--- src/rtl/au_incdec_serial.sv ---
// au_incdec_serial
//   Word-serial incrementer/decrementer. An operand arrives as a little-endian
//   stream of WIDTH-bit words. A single +/-ci is applied to the whole operand.
//   Carry or borrow ripples from word to word through carry_q. Results leave
//   through one registered output stage, so each beat has a latency of one cycle.
//
//   Ports:
//     clk, rst           clock; asynchronous active-high reset
//     in_valid/in_ready  input handshake
//     in_data            operand word, least-significant word first
//     in_last            marks the most-significant word of the operand
//     in_ci, in_inc_dec  carry-in and op (0 inc, 1 dec); used on the first beat only
//     out_valid/out_ready output handshake
//     out_data, out_last result word and end-of-packet marker
//     out_co             carry/borrow out of this word
//     ovf_cnt            (AU_INCDEC_SERIAL_OVF_CNT_EN only) saturating count of
//                        whole-operand overflows/underflows
//
//   Optional feature macro: AU_INCDEC_SERIAL_OVF_CNT_EN
module au_incdec_serial #(
    parameter int WIDTH = 8
) (
    input  logic             clk,
    input  logic             rst,
    input  logic             in_valid,
    output logic             in_ready,
    input  logic [WIDTH-1:0] in_data,
    input  logic             in_last,
    input  logic             in_ci,
    input  logic             in_inc_dec,
`ifdef AU_INCDEC_SERIAL_OVF_CNT_EN
    output logic [15:0]      ovf_cnt,
`endif
    output logic             out_valid,
    input  logic             out_ready,
    output logic [WIDTH-1:0] out_data,
    output logic             out_last,
    output logic             out_co
);

    typedef enum logic {S_FIRST = 1'b0, S_CHAIN = 1'b1} state_e;

    state_e           state_q, state_d;
    logic             carry_q, op_q;
    logic             out_valid_q, out_last_q, out_co_q;
    logic [WIDTH-1:0] out_data_q;

    logic             accept;
    logic             c_sel, op_sel;
    logic [WIDTH:0]   sum;
    logic             co;

    // The output register can take a new beat when it is empty or being popped.
    assign in_ready = !out_valid_q || out_ready;
    assign accept   = in_valid && in_ready;

    // FSM: state register
    always_ff @(posedge clk or posedge rst) begin
        if (rst) state_q <= S_FIRST;
        else     state_q <= state_d;
    end

    // FSM: next state
    always_comb begin
        state_d = state_q;
        if (accept) state_d = in_last ? S_FIRST : S_CHAIN;
    end

    // FSM: outputs. On the first word, carry and op come from the ports.
    // After that, they come from the registers.
    always_comb begin
        c_sel  = (state_q == S_FIRST) ? in_ci      : carry_q;
        op_sel = (state_q == S_FIRST) ? in_inc_dec : op_q;
    end

    // The extra top bit is the carry on increment and the borrow on decrement.
    always_comb begin
        if (op_sel) sum = {1'b0, in_data} - {{WIDTH{1'b0}}, c_sel};
        else        sum = {1'b0, in_data} + {{WIDTH{1'b0}}, c_sel};
        co = sum[WIDTH];
    end

    // Chain state. It updates only on accept, so it stays frozen during a stall.
    always_ff @(posedge clk or posedge rst) begin
        if (rst) begin
            carry_q <= 1'b0;
            op_q    <= 1'b0;
        end else if (accept) begin
            carry_q <= co;
            if (state_q == S_FIRST) op_q <= in_inc_dec;
        end
    end

    // Output stage. When a pop and an accept happen together, the register
    // reloads and out_valid stays high.
    always_ff @(posedge clk or posedge rst) begin
        if (rst) begin
            out_valid_q <= 1'b0;
            out_data_q  <= '0;
            out_last_q  <= 1'b0;
            out_co_q    <= 1'b0;
        end else if (accept) begin
            out_valid_q <= 1'b1;
            out_data_q  <= sum[WIDTH-1:0];
            out_last_q  <= in_last;
            out_co_q    <= co;
        end else if (out_ready) begin
            out_valid_q <= 1'b0;
        end
    end

    assign out_valid = out_valid_q;
    assign out_data  = out_data_q;
    assign out_last  = out_last_q;
    assign out_co    = out_co_q;

`ifdef AU_INCDEC_SERIAL_OVF_CNT_EN
    logic [15:0] ovf_cnt_q;

    // Count carry-out of the final word only; it saturates rather than wrapping.
    always_ff @(posedge clk or posedge rst) begin
        if (rst)                                               ovf_cnt_q <= '0;
        else if (accept && in_last && co && ovf_cnt_q != 16'hFFFF) ovf_cnt_q <= ovf_cnt_q + 16'd1;
    end

    assign ovf_cnt = ovf_cnt_q;
`endif

endmodule

--- config.mk ---
export PLATFORM = sky130hd
export DESIGN_NAME = au_incdec_serial
export DESIGN_NICKNAME = d
export VERILOG_FILES = /design/src/rtl/au_incdec_serial.sv
export SDC_FILE = /design/constraint.sdc
export NUM_CORES = 1
export LEC_CHECK = 0
export BUFFER_PORTS_ARGS = -buffer_cell sky130_fd_sc_hd__buf_2
export CAP_MARGIN = 0
export CORE_MARGIN = 2
export CORE_UTILIZATION = 40
export CTS_BUF_LIST = sky130_fd_sc_hd__clkbuf_4 sky130_fd_sc_hd__clkbuf_8 sky130_fd_sc_hd__clkbuf_16
export CTS_CLUSTER_DIAMETER = 40
export CTS_CLUSTER_SIZE = 30
export DETAILED_ROUTE_END_ITERATION = 8
export PLACE_DENSITY = 0.7
export SLEW_MARGIN = 30
export SYNTH_ARGS = -nofsm -noshare
export SYNTH_HDL_FRONTEND = slang
export SYNTH_SLANG_ARGS = --single-unit
--- constraint.sdc ---
create_clock -name clk -period 2.7 [get_ports clk]
set_clock_uncertainty 0.2 [all_clocks]
set_input_delay 0.135 -clock clk [delete_from_list [all_inputs] [get_ports clk]]
set_output_delay 0.135 -clock clk [all_outputs]
set_load 0.01 [all_outputs]
Word-level counts from Yosys, hierarchy flattened
Cells that the tools add are included.
W data, S select, Z words.

operators by class
  $add $sub $neg = 2
  muxes and demuxes = 6
  reduce and logical (&&, ||, !) cells = 4

operator list
  cell                 count
  $add A8 B1 Y9        1
  $mux W9              1
  $sub A8 B1 Y9        1
  $mux W1              5
  $reduce_bool A2 Y1   1
  $logic_and A1 B1 Y1  1
  $logic_not A1 Y1     1
  $logic_or A1 B1 Y1   1

word-level totals
  flip-flop bits (word level) = 13
  bits of input ports = 15
  word-level logic and storage cells = 18
  output and inout bits = 12

Depth between registers and ports, before layout
  word-level depth = 4
  gate-level depth with buffers = 10

Worst setup path before layout
No wires, ideal clock.

  path type = reg2reg
  start = reg state_q
  end = reg carry_q
  arrival time = 2.045 ns
  setup time = 0.131 ns
  period minus slack after synthesis = 2.376 ns
  cell stages (with the launch flop) = 11
  setup slack = 0.324 ns
  cell sequence = dfrtp_1 -> nand2b_1 -> nor2_1 -> a31oi_2 -> inv_1 -> fa_1 -> nor2b_4 -> o31ai_1 -> a32oi_1 -> xnor2_1 -> o21ai_1

on the way
  word-level cells in the longest chain between the ends = 3
  elaborated cells between the ends (all ways) = 5
  classes of those cells = 2 x add/sub; 3 x mux

RTL lines
  what                                                   RTL line  text
  start, declared                                        43        state_e state_q, state_d;
  start signal, assigned                                 60        else state_q <= state_d;
  $mux W1                                                72        c_sel = (state_q == S_FIRST) ? in_ci : carry_q;
  $add A8 B1 Y9 / $sub A8 B1 Y9 (equally long branches)  79, 78
  $mux W9 *                                              78        if (op_sel) sum = {1'b0, in_data} - {{WIDTH{1'b0}}, c_sel};
  end signal, assigned                                   89        carry_q <= co;
  end, declared                                          44        logic carry_q, op_q;

Mark *: on every way between the ends. The rest lies on a longest branch, timed or not.
A chain may end at the register's enable or synchronous reset.

Worst setup path after layout
  start = reg state_q
  end = reg out_data_q[7], in the netlist out_data[7]

on the way
  word-level cells in the longest chain between the ends = 3
  elaborated cells between the ends (all ways) = 5
  classes of those cells = 2 x add/sub; 3 x mux

RTL lines
  what                                                   RTL line  text
  $mux W1                                                72
  $add A8 B1 Y9 / $sub A8 B1 Y9 (equally long branches)  79, 78
  $mux W9 *                                              78
  end signal, assigned                                   104       out_data_q <= sum[WIDTH-1:0];
  end, declared                                          46        logic [WIDTH-1:0] out_data_q;

Marks and branches as above.

==> reports/results.ini <==
[logic_synthesis]
synth_common_cells=dfrtp_1, nand2_1, o21ai_0
synth_top_area_share_pct=38.6
synth_largest_area_cell=dfrtp_1
synth.yosys.warnings=0
ys_ff_latch=13
synth_cell_types=24
synth_nets=116
netlist_area_um2=843
synth_edf_count=0
synth.avg_cell_area_um2=9.17
synth_area_leaders=dfrtp_1, ha_1, o21ai_0
syn_inst=92
ys_seq_area_share_pct=38.6
synth_ff_type=dfrtp_1
synthArstFlopShare_pct=100

[power]
seq_power_share_pct=38.8
power_density_nw_per_um2=650
swShare_pct=37.2
intPower_w=0.000443
p_clk_share_pct=17.4
power_frac_comb_pct=43.7
peakVddDrop_mv=0.281
leakage_nw=0.558
p_sw_w=0.000262

[sta]
rsz0062_at_grt=no
whs_ns=0.0329
slew_headroom_pct=57.2
final-setup-viol-count=0
tns_ns=0
min_period_ns=2.47
fmax_mhz=405
worst_pin_slew_ns=0.640
min_period_over_period_pct=91.4
finalMaxSlewViolations=0
hold_viol_final=0

[clock_network]
cts.sinks=13
clk_pin_slew_ns=0.08
cts_tree=yes
htreeDepth=1
clock_path_buffers=2
cts_root_buf=clkbuf_4
cts_inserted_buffers=3
post_cts_resized=0
clock_latency_ns=0.28

[critical_path]
arrival_ns=2.41
cp-start-kind=register
crit_buf_inv=1
crit_required_ns=2.65
crit_path_cell_trace=nand2b_1, nor2_1, a31oi_2, buf_4, ha_1, o21ai_0, a21oi_1, o32ai_1, xor2_1, o21ai_0
worstPathMaxFanout=7
crit_slowest_cell=dfrtp_1
crit_type=reg2reg
cpPeakStageDelay_ns=0.43
cpMostUsedCell=o21ai_0
endpoint_kind=register
cpLargestDelayFamily=compound AO/OA/AOI/OAI gates

[global_route]
grt_max_degree=23
antenna_found_initial=0
grt_pass1_vias=700
gr-total-overflow=0
grt_usage_pct=16.1
grt_pass1_wl_um=3020

[cells_and_area]
utilization_pct=54.7
drive_gt1_share_pct=27.8
syn_to_final_growth_pct=28.6
ff_latch_area_um2=325
multiInputGateArea_um2=480
final_cells=153
finalNetCount=151
fill_cells=192
stdcell_area_um2=1080
antenna_cells=0

[route]
wire_per_inst_um=11.3
first_pass_iters=4
drt-initial-drc-count=6
wl_um=1740
vias_per_cell=4.88
drc_errors=0
ant_nets=0
vias=747

[die]
num_rows=16
start_util_pct=42.6
core-area_um2=1980
die_w_um=49.9
dieArea_um2=2490
pin_count=27
die_height_um=49.9

[place]
placedCellCount=144
routabilityCongestion=0.846
place_area_um2=1010
port_buffers=26
post-dp-hpwl_um=1310

[min_path]
hp-class=in2reg

[run]
drv_cap=0

[run_status]
status=finished, final reports clean

## cell families (layout without fill, tap and decap cells)
family / count (synthesis) / after routing / share of synthesized area [%]
buffers and inverters: 10 / 44 / 4.45
DFF: 13 / 13 / 38.6
AOI/OAI and AO/OA: 27 / 27 / 20.5
adders and majority gates: 9 / 9 / 14.2
xor gates and xnor gates: 4 / 4 / 4.16
and+or+nand+nor: 27 / 27 / 15.4
muxes: 2 / 2 / 2.67
## worst paths after layout
check                              end  cells past startpoint  slack [ns]         from
hold / removal             out_data[0]                      4        0.03   in_data[0]
setup / recovery           out_data[7]                     10        0.23      state_q
max in group asynchronous  out_data[2]                      3        1.75          rst
min in group asynchronous  out_data[7]                      3        0.21          rst
setup reg to reg           out_data[7]                     10        0.23      state_q
hold reg to reg            out_data[6]                      2        0.28  out_data[6]
## state kept, by name (all words and copies together) (netlist names)
signal / flops
out_data: 8
carry_q: 1
op_q: 1
out_last: 1
out_valid: 1
state_q: 1
## per-stage QoR
| step | total power, W | setup WS (ns) |
|---|---|---|
| finish | 0.000705 | 0.233 |
| detailed placement | 0.000582 | 0.256 |
| CTS | 0.000716 | 0.232 |
| floorplan | 0.000484 | 0.324 |
| global placement | 0.000575 | 0.310 |
| global route | 0.000769 | 0.0495 |
## power by group through the flow
stage          sequential, W  clock (W)  combinational [W]
2_1_floorplan       0.000299          0           0.000185
3_5_place_dp        0.000279          0           0.000303
6_report            0.000274   0.000123           0.000308
3_3_place_gp        0.000277          0           0.000298
4_1_cts             0.000276   0.000129           0.000311
5_1_grt             0.000283   0.000135           0.000351
## cell type report
type                       instances  area share, %
sequential                        13           30.0
clock buffer                       3           2.08
inverter                           8           2.77
tap                               27           3.11
multi-input combinational         69           44.3
timing repair buffer              32           17.3
clock inverter                     1          0.461
## timing repair
action	in CTS	in global routing
buffers inserted	0	0
hold buffers	5	0
hold endpoints to repair	17	0
## worst min-delay path, stage by stage
cell,delay (ns)
buf_2,0.10
inv_1,0.05
ha_1,0.12
o21ai_0,0.08
## layout by cell type, fill, tap and decap left out, drive strengths merged
cell type    instances
a211oi               1
clkinv               1
o32ai                1
xnor2                2
a31oi                1
mux2                 2
buf                 27
nand2b               6
fa                   1
nor2                 5
o211a                1
and3                 1
a21oi                4
dlygate4sd3          5
o21a                 2
dfrtp               13
clkbuf               3
nor3                 1
o21ai               12
nand2               13
inv                  8
o31ai                4
nor2b                1
a32oi                1
ha                   8
xor2                 2
## per-layer routing
layer | wire length [um] | part of all wire, % | up-vias | track usage, %
met2 | 790 | 46 | 21 | 25.1
li1 | - | - | 386 | -
met3 | 96 | 5.5 | 5 | 3.94
met5 | 0 | 0 | - | 0
met1 | 809 | 47 | 335 | 20.6
met4 | 40 | 2.3 | 0 | 8.33
Power figures use the tool's default switching activity.
